===== src/rtl/exe_stage.sv =====
// -----------------------------------------------------------------------------
// exe_stage
//
// Execute stage of the 3-stage pipeline, directly downstream of decode.
// ADD/OR/AND/XOR complete in one cycle. MULT runs an iterative shift-add
// engine for DATA_WIDTH cycles while holding fetch/decode through `stall`.
// The register-file write port and the retiring PC are registered outputs.
//
// Optional build macro:
//   EXE_FWD_EN - forward the registered write-back value into operand A/B
//                when the immediately preceding instruction wrote the same
//                register (read-after-write bypass). Without it the operands
//                are always regA_data/regB_data and software must insert a
//                NOOP between dependent instructions.
//
// Parameters:
//   DATA_WIDTH - datapath width; must equal the `DATA_WIDTH macro in package.v
//   CNT_W      - multiply iteration counter width; 2**CNT_W > DATA_WIDTH
//
// Ports:
//   clock        in   pipeline clock
//   reset        in   synchronous, active-high
//   alu_fns_sel  in   0000 NOOP, 0001 ADD, 0011 OR, 0100 AND, 0101 XOR,
//                     0110 MULT; every other code behaves as NOOP
//   pc_exe       in   PC of the instruction being executed
//   regA_addr    in   rs1 address
//   regB_addr    in   rs2 address
//   regD_addr    in   rd address
//   regA_data    in   rs1 value, valid with alu_fns_sel
//   regB_data    in   rs2 value, valid with alu_fns_sel
//   wr_en        out  register-file write enable, one-cycle pulse (registered)
//   wr_addr      out  register-file write address (registered)
//   wr_data      out  register-file write data (registered)
//   pc_wb        out  PC of the retiring instruction (registered)
//   stall        out  combinational hold for fetch/decode
//
// Handshake: there is no valid/ready pair. Decode presents one instruction per
// cycle; whenever stall is high at the clock edge decode must keep presenting
// the same instruction. stall is low in the DONE cycle, so decode advances on
// that edge while the still-presented MULT is ignored by this stage.
//
// FSM state is held in `state` (IDLE/MUL/DONE) for debug visibility.
// -----------------------------------------------------------------------------
module exe_stage #(
  parameter int DATA_WIDTH = 32,
  parameter int CNT_W      = 6
) (
  input  logic                  clock,
  input  logic                  reset,
  input  logic [3:0]            alu_fns_sel,
  input  logic [DATA_WIDTH-1:0] pc_exe,
  input  logic [4:0]            regA_addr,
  input  logic [4:0]            regB_addr,
  input  logic [4:0]            regD_addr,
  input  logic [DATA_WIDTH-1:0] regA_data,
  input  logic [DATA_WIDTH-1:0] regB_data,
  output logic                  wr_en,
  output logic [4:0]            wr_addr,
  output logic [DATA_WIDTH-1:0] wr_data,
  output logic [DATA_WIDTH-1:0] pc_wb,
  output logic                  stall
);

  // Function select encodings
  localparam logic [3:0] FN_NOOP = 4'b0000;
  localparam logic [3:0] FN_ADD  = 4'b0001;
  localparam logic [3:0] FN_OR   = 4'b0011;
  localparam logic [3:0] FN_AND  = 4'b0100;
  localparam logic [3:0] FN_XOR  = 4'b0101;
  localparam logic [3:0] FN_MULT = 4'b0110;

  // FSM states
  localparam logic [1:0] IDLE = 2'b00;
  localparam logic [1:0] MUL  = 2'b01;
  localparam logic [1:0] DONE = 2'b10;

  logic [1:0]            state;

  // Decoded operation
  logic                  is_single;
  logic                  is_mult;

  // Effective operands (possibly forwarded)
  logic [DATA_WIDTH-1:0] op_a;
  logic [DATA_WIDTH-1:0] op_b;
  logic [DATA_WIDTH-1:0] alu_result;

  // Multiply engine
  logic [DATA_WIDTH-1:0] mcand;
  logic [DATA_WIDTH-1:0] mplier;
  logic [DATA_WIDTH-1:0] acc;
  logic [DATA_WIDTH-1:0] acc_next;
  logic [4:0]            mul_rd;
  logic [DATA_WIDTH-1:0] mul_pc;
  logic [CNT_W-1:0]      counter;

  // ---------------------------------------------------------------------------
  // Decode of the function select
  // ---------------------------------------------------------------------------
  always_comb begin
    is_single = 1'b0;
    is_mult   = 1'b0;
    case (alu_fns_sel)
      FN_ADD, FN_OR, FN_AND, FN_XOR: is_single = 1'b1;
      FN_MULT:                       is_mult   = 1'b1;
      default:                       ;  // FN_NOOP and undefined codes
    endcase
  end

  // ---------------------------------------------------------------------------
  // Operand selection
  // ---------------------------------------------------------------------------
`ifdef EXE_FWD_EN
  // The registered write port still carries the previous instruction's result
  // in the cycle the dependent instruction is here, so bypass it. The x0 check
  // is redundant with wr_en never firing for rd=0 but keeps the intent local.
  always_comb begin
    op_a = regA_data;
    op_b = regB_data;
    if (wr_en && (wr_addr == regA_addr) && (regA_addr != 5'd0)) begin
      op_a = wr_data;
    end
    if (wr_en && (wr_addr == regB_addr) && (regB_addr != 5'd0)) begin
      op_b = wr_data;
    end
  end
`else
  assign op_a = regA_data;
  assign op_b = regB_data;

  // Source addresses only matter for the bypass.
  logic addr_unused;
  assign addr_unused = ^{regA_addr, regB_addr};
`endif

  // ---------------------------------------------------------------------------
  // Single-cycle ALU
  // ---------------------------------------------------------------------------
  always_comb begin
    alu_result = '0;
    case (alu_fns_sel)
      FN_ADD:  alu_result = op_a + op_b;  // wraps modulo 2**DATA_WIDTH
      FN_OR:   alu_result = op_a | op_b;
      FN_AND:  alu_result = op_a & op_b;
      FN_XOR:  alu_result = op_a ^ op_b;
      default: alu_result = '0;
    endcase
  end

  // One shift-add step; the low DATA_WIDTH bits of the product are the same
  // for signed and unsigned operands, so no sign handling is needed.
  assign acc_next = acc + (mplier[0] ? mcand : '0);

  // stall is a function of state and the decoded select only (never wr_en),
  // which keeps it free of any combinational path through the write port.
  assign stall = (state == MUL) || ((state == IDLE) && is_mult);

  // ---------------------------------------------------------------------------
  // FSM, multiply engine and registered write port
  // ---------------------------------------------------------------------------
  always_ff @(posedge clock) begin
    if (reset) begin
      state   <= IDLE;
      wr_en   <= 1'b0;
      wr_addr <= '0;
      wr_data <= '0;
      pc_wb   <= '0;
      mcand   <= '0;
      mplier  <= '0;
      acc     <= '0;
      mul_rd  <= '0;
      mul_pc  <= '0;
      counter <= '0;
    end else begin
      case (state)
        IDLE: begin
          if (is_single) begin
            wr_en   <= (regD_addr != 5'd0);
            wr_addr <= regD_addr;
            wr_data <= alu_result;
            pc_wb   <= pc_exe;
          end else if (is_mult) begin
            mcand   <= op_a;
            mplier  <= op_b;
            acc     <= '0;
            mul_rd  <= regD_addr;
            mul_pc  <= pc_exe;
            counter <= CNT_W'(DATA_WIDTH);
            wr_en   <= 1'b0;
            state   <= MUL;
          end else begin
            // NOOP: retire the PC, leave address/data as they were
            wr_en <= 1'b0;
            pc_wb <= pc_exe;
          end
        end

        MUL: begin
          acc     <= acc_next;
          mcand   <= mcand << 1;
          mplier  <= mplier >> 1;
          counter <= counter - CNT_W'(1);
          if (counter == CNT_W'(1)) begin
            // Last step: acc_next already holds the full product
            wr_en   <= (mul_rd != 5'd0);
            wr_addr <= mul_rd;
            wr_data <= acc_next;
            pc_wb   <= mul_pc;
            state   <= DONE;
          end
        end

        DONE: begin
          // The MULT still presented by decode this cycle is the one that
          // just finished; it is dropped here.
          wr_en <= 1'b0;
          state <= IDLE;
        end

        default: begin
          wr_en <= 1'b0;
          state <= IDLE;
        end
      endcase
    end
  end

endmodule


===== config.mk =====
export PLATFORM = sky130hd
export DESIGN_NAME = exe_stage
export DESIGN_NICKNAME = d
export VERILOG_FILES = /design/src/rtl/exe_stage.sv
export SDC_FILE = /design/constraint.sdc
export NUM_CORES = 1
export LEC_CHECK = 0
export ABC_AREA = 1
export CAP_MARGIN = 20
export CORE_ASPECT_RATIO = 0.5
export CORE_MARGIN = 2
export CORE_UTILIZATION = 30
export DETAILED_ROUTE_END_ITERATION = 16
export HOLD_SLACK_MARGIN = 0.12
export PLACE_DENSITY_LB_ADDON = 0.1
export SKIP_CTS_REPAIR_TIMING = 1
export SLEW_MARGIN = 20
export SYNTH_ARGS = -nofsm -noshare
export SYNTH_HDL_FRONTEND = slang
export SYNTH_SLANG_ARGS = --single-unit

===== constraint.sdc =====
create_clock -name clock -period 2.99 [get_ports clock]
set_input_delay 0.598 -clock clock [delete_from_list [all_inputs] [get_ports clock]]
set_output_delay 0.598 -clock clock [all_outputs]
set_load 0.02 [all_outputs]

[After elaboration in Yosys (flattened, before gate mapping)]
Index checks and enable logic that the tools add are counted.
Operators by class
  multiplexer cells: 33
  equal/unequal tests: 12
  bitwise gates (word level): 4
  reductions and logical operators: 12
  $add $sub $neg: 3
Operators with widths (number)
  32-bit 2-to-1 mux: 12
  32-bit one-hot mux with 2 select lines: 5
  32-bit one-hot mux with 4 select lines: 1
  32-bit adder: 2
  32-bit AND: 1
  32-bit bitwise OR: 1
  32-bit bitwise XOR: 1
  3-bit AND reduction: 5
  4-bit by 3-bit == test with 1-bit output, second input constant: 3
  6-bit 2-to-1 mux: 2
  6-bit one-hot mux with 2 select lines: 1
  5-bit 2-to-1 mux: 2
  5-bit one-hot mux with 2 select lines: 1
  5-bit nonzero test: 2
  6-bit by 1-bit == test with 1-bit output, second input constant: 1
  2-bit 2-to-1 mux: 3
  2-bit != test, second input constant: 3
  6-bit by 1-bit subtractor with 6-bit output, second input constant: 1
  4-bit by 1-bit == test with 1-bit output, second input constant: 1
  4-bit by 2-bit == test with 1-bit output, second input constant: 1
  1-bit 2-to-1 mux: 4
  2-bit one-hot mux with 2 select lines: 1
  4-bit OR reduction: 1
  3-bit != test, second input constant: 1
  other kinds (8): 8
Word-level totals
  input port bits: 117
  output and inout bits: 71
  flip-flop bits (word level): 211
  logic and storage cells: 75

[Depth between registers and ports, before layout]
Gate-level depths: netlist of the first run.
  depth after elaboration: 5
  gate-level depth with buffers: 18
  gate-level depth less buffers: 16

[Least setup slack after synthesis of the first run]
No wires, ideal clock.
  path type: reg2reg
  start: register mplier[0]
  end: register wr_data[16]
  library setup time: 0.115 ns
  clock period less this slack: 2.383 ns
  buffers on the path: 2
  cell stages (with the launch flop): 18
  slack: 0.607 ns
  arrival: 2.268 ns
  data required time: 2.875 ns
  cells stage by stage: dfxtp_1 > clkbuf_1 > clkbuf_1 > nand2_1 > inv_1 > ha_1 > fa_1 > nand3_1 > nand3_1 > nand2_1 > nand2_1 > nand2_1 > nand2_1 > or2_1 > nand3_1 > nand2_1 > a21oi_1 > nor2_1
On the way
  longest elaborated chain between the ends: 4
RTL lines
  from (decl): line 90  | logic [DATA_WIDTH-1:0] mplier;
  from (signal assigned): line 184  | mplier <= op_b;
  from (signal assigned): line 201  | mplier <= mplier >> 1;
  32-bit 2-to-1 mux: line 152  | assign acc_next = acc + (mplier[0] ? mcand : '0);
  32-bit adder: line 152
  32-bit 2-to-1 mux: line 203  | if (counter == CNT_W'(1)) begin
  32-bit one-hot mux with 2 select lines: line 175  | case (state)
  to (signal assigned): line 180  | wr_data <= alu_result;
  to (signal assigned): line 207  | wr_data <= acc_next;
  to (decl): line 59  | output logic [DATA_WIDTH-1:0] wr_data,
No other way between the ends. The select of a mux whose other input is x is not followed.
A chain may end at the register's enable or synchronous reset.

[Worst setup path in the final report of the first run]
  start: input alu_fns_sel[2]
  end: output stall
On the way
  longest elaborated chain between the ends: 4
RTL lines
  from (decl): line 50  | input logic [3:0] alu_fns_sel,
  4-bit by 3-bit == test with 1-bit output: line 103  | case (alu_fns_sel)
  1-bit 2-to-1 mux: line 103
  1-bit logical AND: line 156  | assign stall = (state == MUL) || ((state == IDLE) && is_mult);
  1-bit logical OR: line 156
  to (decl): line 61  | output logic stall
No other way between the ends.

==> metrics.md, run 1 <==
| Metric | Value |
|---|---|
| Vias per std cell | 4.725 |
| Die H | 159.6 um |
| Synth warn | 0 |
| Clock Path Buffers | 3 |
| Vias in the first global route | 14230 |
| PwrDens | 437.6 nW/um2 |
| Total clock sinks | 211 |
| DR pass1 iterations | 5 |
| Seq cells post-synth | 211 |
| Die width | 315.2 um |
| Period Utilization, post-route | 95.16% |
| RSZ-0062 raised after global routing | no |
| Hold path startpoint | mplier[8] |
| Crit path max-delay cell type | clkdlybuf4s50_1 |
| Core Area | 47300 um2 |
| Reg power frac | 38.1% |
| Mapped Avg Cell Area | 6.068 um2 |
| Final WL | 53080 um |
| Crit path DAT | 2250 ps |
| Reg2Reg Setup Slack | 350 ps |
| Initial antenna violation count | 1 |
| Setup Skew | 23.11 ps |
| RR Startpoint | mplier[0] |
| CP cell instances | clkdlybuf4s50_1, nand2_1, nor3_2, nand2_2, inv_2, nor2_2, inv_4, buf_12 |
| Cell variety after synth | 44 |
| Crit-path max cell delay | 520 ps |
| Post-DP Area | 17640 um2 |
| Max-Cap Viols | 0 |
| Die ar. | 50310 um2 |
| Synth top area share | 29.08% |
| H-tree depth | 1 |
| FMAX | 351.5 MHz |
| CP required | 2390 ps |
| Outcome | finished, final reports clean |
| Count of final max-slew check failures | 0 |
| PortBufs | 177 |
| Final hold violation count | 0 |
| EDFF count, synth | 0 |
| Worst Tran Pin Value | 1011 ps |
| Max rail drop VDD | 370.8 uV |
| # rows | 56 |
| Worst hold path type | reg -> reg |
| Initial DRC Count | 1177 |
| Syn Inst Count | 2394 |
| Crit-path max FO | 3 |
| DR DRC count | 0 |
| Vias | 15430 |
| Io pins | 188 |
| Critical path class | in -> out |
| Num CTS Buffers | 23 |
| Post-synthesis cell area | 14530 um2 |
| Ys async rst share | 0% |
| Sw Share | 30.40% |
| NetSw | 0.002460 W |
| Top post-synthesis cells by area | dfxtp_1, nand2_1, inv_1 |
| Part of the power in the clock network | 40.5% |
| Post-synthesis sequential area ratio | 29.08% |
| Post-route design area | 18490 um2 |
| Fillers | 5287 |
| Register Area | 4225 um2 |
| Global route overflow | 0 |
| Largest net degree at the start of global routing | 83 |
| Multi-input logic area | 8467 um2 |
| Count of final setup violators | 0 |
| Initial Util | 30.72% |
| First-pass GRT wire length | 83170 um |
| ANT cells | 0 |
| Hold Path Stages | 2 |
| CTS tree | built |
| Share of layout cells above drive strength 1 | 7.572% |
| Layout net count | 2827 |
| Hold WS | 464.3 ps |
| Static leakage | 9.214 nW |
| Syn_nets | 2610 |
| Worst-path clk slew | 70 ps |
| Main synth FF type | dfxtp_1 |
| Final HPWL DP | 39930 um |
| Number of cells on the worst reg-to-reg path | 15 |
| Max-slew headroom | 32.62% |
| Startpoint Class | input pin |
| Root Buffer | clkbuf_16 |
| GRT Total Usage | 20.83% |
| Hold endpoint | mplier[7] |
| P&R area growth vs syn | 27.28% |
| Endpoint type of the worst setup path | primary output |
| Routed WL per cell | 16.25 um |
| Worst skew pair latency | 560 ps |
| Int Power | 0.005632 W |
| Final Critical Period | 2845 ps |
| GPL Wtd Cong | 0.9184 |
| Leading area contributor after synthesis | dfxtp_1 |
| Antenna Nets Post-Route | 0 |
| Comb pwr share | 21.4% |
| FF-to-FF End | wr_data[28] |
flip-flops by register name, indices dropped and copies added, names as in the netlist:
| register | flops |
|---|---|
| state | 2 |
| mul_pc | 32 |
| counter | 6 |
| wr_addr | 5 |
| mcand | 32 |
| mplier | 32 |
| acc | 32 |
| wr_en | 1 |
| mul_rd | 5 |
| pc_wb | 32 |
| wr_data | 32 |
worst max-delay path, delay by kind of cell:
kind          cells  cell delay [ps]
buf+inv           4              870
simple gates      4              760
power by group through the flow:
stage / sequential, W / clock [W] / combinational (W)
after global placement: 0.00315 / 0 / 0.00172
after CTS: 0.00309 / 0.00338 / 0.00173
after floorplan: 0.00321 / 0 / 0.000833
after detailed placement: 0.00315 / 0 / 0.00173
final: 0.00308 / 0.00328 / 0.00173
after global routing: 0.00310 / 0.00349 / 0.00192
logic make-up after synthesis:
logic type | count (synthesis) | synth area share, %
adder cells (fa/ha/maj) | 99 | 8.630
AND/OR/NAND/NOR | 1127 | 31.13
AO/OA/AOI/OAI | 487 | 18.30
flip-flops | 211 | 29.08
XOR/XNOR | 3 | 0.1809
buffers and inverters | 467 | 12.68
stage by stage:
| step | std cells | worst slack [ps] | util (%) | TNS [ps] | power [W] |
|---|---|---|---|---|---|
| detailed placement | 3224 | -27.76 | 37.29 | -111.6 | 0.004874 |
| global route | 3266 | 83.97 | 39.10 | 0 | 0.008515 |
| floorplan | 2394 | 607.0 | - | 0 | 0.004045 |
| finish | 3266 | 144.8 | 39.10 | 0 | 0.008092 |
| global placement | 3224 | -37.66 | 37.29 | -53.93 | 0.004874 |
| CTS | 3266 | 145.2 | 39.09 | 0 | 0.008202 |
Yosys cell counts (11+ instances only):
library cell  instances
clkbuf_1             59
nand3_1              96
buf_2                29
a31oi_1             109
inv_1               353
nor3_1               11
ha_1                 97
a21oi_1             176
nor2_1              107
o21ai_0             101
o22ai_1              22
buf_4                12
dfxtp_1             211
nand2_1             861
o21ai_1              61
nand4_1              11
layout make-up:
type / count / share of cell area, %
sequential: 211 / 22.85
multi-input combinational: 1716 / 45.79
tap: 638 / 4.317
clock buffer: 27 / 3.356
timing repair buffer: 298 / 15.06
clock inverter: 15 / 1.252
inverter: 361 / 7.369
worst max path at each step:
stage                   start     endpoint  slack, ps
6_report       alu_fns_sel[2]        stall        140
5_1_grt        alu_fns_sel[2]        stall         80
4_1_cts        alu_fns_sel[2]        stall        150
3_5_place_dp     regA_data[0]  wr_data[22]        -30
3_3_place_gp     regA_data[0]  wr_data[14]        -40
2_1_floorplan       mplier[0]  wr_data[16]        610
layer usage:
layer / share of wire, % / vias to the layer above / GRT usage (%)
met4: 1.4 / 0 / 3.160
met1: 54 / 6998 / 32.35
met2: 40 / 308 / 30.43
li1: - / 8085 / -
met5: 0 / - / 0
met3: 5.1 / 42 / 2.917
layout by cell type (no fill, tap or decap), types with 23 or more instances in the layout:
cell / Yosys / final
inv_1: 353 / 352
o21ai_1: 61 / 61
nor2_1: 107 / 107
a31oi_1: 109 / 109
ha_1: 97 / 97
buf_4: 12 / 113
a21oi_1: 176 / 176
clkdlybuf4s50_1: 0 / 175
nand2_1: 861 / 861
clkbuf_16: 0 / 23
dfxtp_1: 211 / 210
o21ai_0: 101 / 101
nand3_1: 96 / 96
Power figures use the tool's default switching activity.
==> inputs of run 2 (changes only) <==
--- a/config.mk
+++ b/config.mk
@@ -9,9 +9,10 @@
 export CAP_MARGIN = 20
 export CORE_ASPECT_RATIO = 0.5
 export CORE_MARGIN = 2
-export CORE_UTILIZATION = 30
+export CORE_UTILIZATION = 55
 export DETAILED_ROUTE_END_ITERATION = 16
 export HOLD_SLACK_MARGIN = 0.12
+export MAX_ROUTING_LAYER = met4
 export PLACE_DENSITY_LB_ADDON = 0.1
 export SKIP_CTS_REPAIR_TIMING = 1
 export SLEW_MARGIN = 20
==> run 2 against run 1 <==
Final area is 4.6% lower. Core utilization is 30 points higher. Non-clock buffer count is 33 lower. Power is 8.6% lower. Setup slack better by 240 ps. Via count is 2.9% higher. Critical path depth is 1 higher. Global-route usage is 13 points higher. Combinational power is 3% lower. Critical endpoint unchanged. Largest cell class unchanged.
==> metrics.md, run 2 (synthesis results as in run 1) <==
| Metric | Value |
|---|---|
| PwrDens | 419.2 nW/um2 (-4.2%) |
| Final Critical Period | 2607 ps (-238.6 ps) |
| Most common cell after layout, fill and taps aside | nand2_1 |
| Final hold violation count | 0 (unchanged) |
| Worst-path clk slew | 70 ps (about the same) |
| Outcome | finished, final reports clean |
| Share of layout cells above drive strength 1 | 6.100% (-1.5 points) |
| Post-route design area | 17640 um2 (-4.6%) |
| Worst hold path type | reg -> reg |
| CP required | 2390 ps (about the same) |
| Routed WL per cell | 15.70 um (-3.4%) |
| Setup Skew | 19.85 ps (-3.258 ps) |
| Num CTS Buffers | 21 (-8.7%) |
| Antenna Nets Post-Route | 0 (unchanged) |
| Die ar. | 27810 um2 (-45%) |
| Fillers | 2379 (-55%) |
| Final WL | 46070 um (-13%) |
| First-pass GRT wire length | 72860 um (-12%) |
| Io pins | 188 (unchanged) |
| Global route overflow | 0 (unchanged) |
| TNS Setup | 0 ps (unchanged) |
| Worst Tran Pin Value | 868.8 ps (-142.0 ps) |
| CTS tree | built |
| Largest net degree at the start of global routing | 97 (+17%) |
| Crit path DAT | 2010 ps (-240 ps) |
| Startpoint Class | input pin |
| DR pass1 iterations | 8 (+3) |
| Period Utilization, post-route | 87.18% (-8.0 points) |
| Initial antenna violation count | 1 (unchanged) |
| FMAX | 383.6 MHz (+9.2%) |
| H-tree depth | 1 (unchanged) |
| Static leakage | 8.972 nW (-2.6%) |
| Core Area | 25600 um2 (-46%) |
| GPL Wtd Cong | 1.000 (+8.9%) |
| Count of final setup violators | 0 (unchanged) |
| RSZ-0062 raised after global routing | no |
| Die H | 118.9 um (-25%) |
| Endpoint type of the worst setup path | primary output |
| Max rail drop VDD | 435.7 uV (+18%) |
| Count of final max-slew check failures | 0 (unchanged) |
| Total clock sinks | 211 (unchanged) |
| Hold WS | 464.2 ps (-0.1160 ps) |
| # rows | 41 (-27%) |
| Vias | 15870 (+2.9%) |
| Layout net count | 2792 (-1.2%) |
| Critical path class | in -> out |
| Crit-path max FO | 3 (unchanged) |
| Final HPWL DP | 34210 um (-14%) |
| Root Buffer | clkbuf_16 |
| GRT Total Usage | 33.53% (+13 points) |
| Die width | 233.8 um (-26%) |
| Non-Filler Instances | 2935 (-10%) |
| Placed Cells | 2897 (-10%) |
| P&R area growth vs syn | 21.43% |
| Clock Path Buffers | 3 (unchanged) |
| Post-DP Area | 16970 um2 (-3.8%) |
| Initial Util | 56.75% (+26 points) |
| Multi-input logic area | 8467 um2 (unchanged) |
| Most frequent cells in the layout | nand2_1, inv_1, dfxtp_1 |
| Vias in the first global route | 13990 (-1.7%) |
| DR DRC count | 0 (unchanged) |
| Max-slew headroom | 42.08% (+9.5 points) |
| Max-Cap Viols | 0 (unchanged) |
| Register Area | 4225 um2 (unchanged) |
| Initial DRC Count | 1689 (+44%) |
| Worst skew pair latency | 540 ps (-20 ps) |
| PortBufs | 177 (unchanged) |
| Vias per std cell | 5.409 (+14%) |
==> run 2: cell count changes in the layout (fill, tap and decap cells not counted), sizes merged <==
| cell | before | now |
|---|---|---|
| buf | 123 | 89 |
| clkbuf | 27 | 26 |
| bufinv | 5 | 1 |
| clkinvlp | 2 | 1 |
| diode | 0 | 1 |
| dlymetal6s2s | 0 | 1 |
| clkinv | 6 | 8 |
| inv | 363 | 362 |
==> run 2: metrics by stage <==
stage	util, %	power (W)	setup slack (ps)
final	68.91	0.007395	383.4
after global placement	66.30	0.004742	42.92
after floorplan	-	0.004045	607.0
after CTS	68.89	0.007404	0.8180
after global routing	68.91	0.007716	73.21
after detailed placement	66.30	0.004762	4.778
==> run 2: worst paths after layout <==
path,start,endpoint,slack [ps],cells after the start
setup / recovery,alu_fns_sel[1],stall,380,9
hold / removal,mul_pc[6],mul_pc[6],460,2
setup reg to reg,mplier[0],wr_data[16],390,15
hold reg to reg,mul_pc[6],mul_pc[6],460,2
==> run 2: layer usage <==
layer | vias up | global-route usage [%] | wire length, um
li1 | 8021 | - | -
met1 | 7169 | 50.09 | 22260
met2 | 639 | 46.02 | 18150
met3 | 45 | 7.926 | 5047
met4 | 0 | 4.945 | 607
met5 | - | - | 0
==> run 2: cell type report <==
class | instances | area share, %
multi-input cells | 1716 | 48.00
flip-flops and latches | 211 | 23.95
repair buffers | 265 | 14.13
inverters | 361 | 7.717
clock buffers | 26 | 3.199
well taps | 344 | 2.440
clock inverters | 11 | 0.5532
diodes | 1 | 0.01419
==> run 2: worst max-delay path, cell delays in order <==
cell and delay (ps):
clkdlybuf4s50_1 510, inv_2 60, nor3_2 170, buf_4 180
nand2_2 60, inv_2 70, nor2_2 50, inv_4 60
dlymetal6s2s_1 250
==> run 2: power breakdown <==
part / leakage (nW) / internal, W / total (W) / switching [W]
Clock: 0.328 / 0.00144 / 0.00265 / 0.00121
Sequential: 1.73 / 0.00297 / 0.00308 / 0.000103
Combinational: 6.92 / 0.000677 / 0.00167 / 0.000988
Total: 8.97 / 0.00509 / 0.00740 / 0.00230
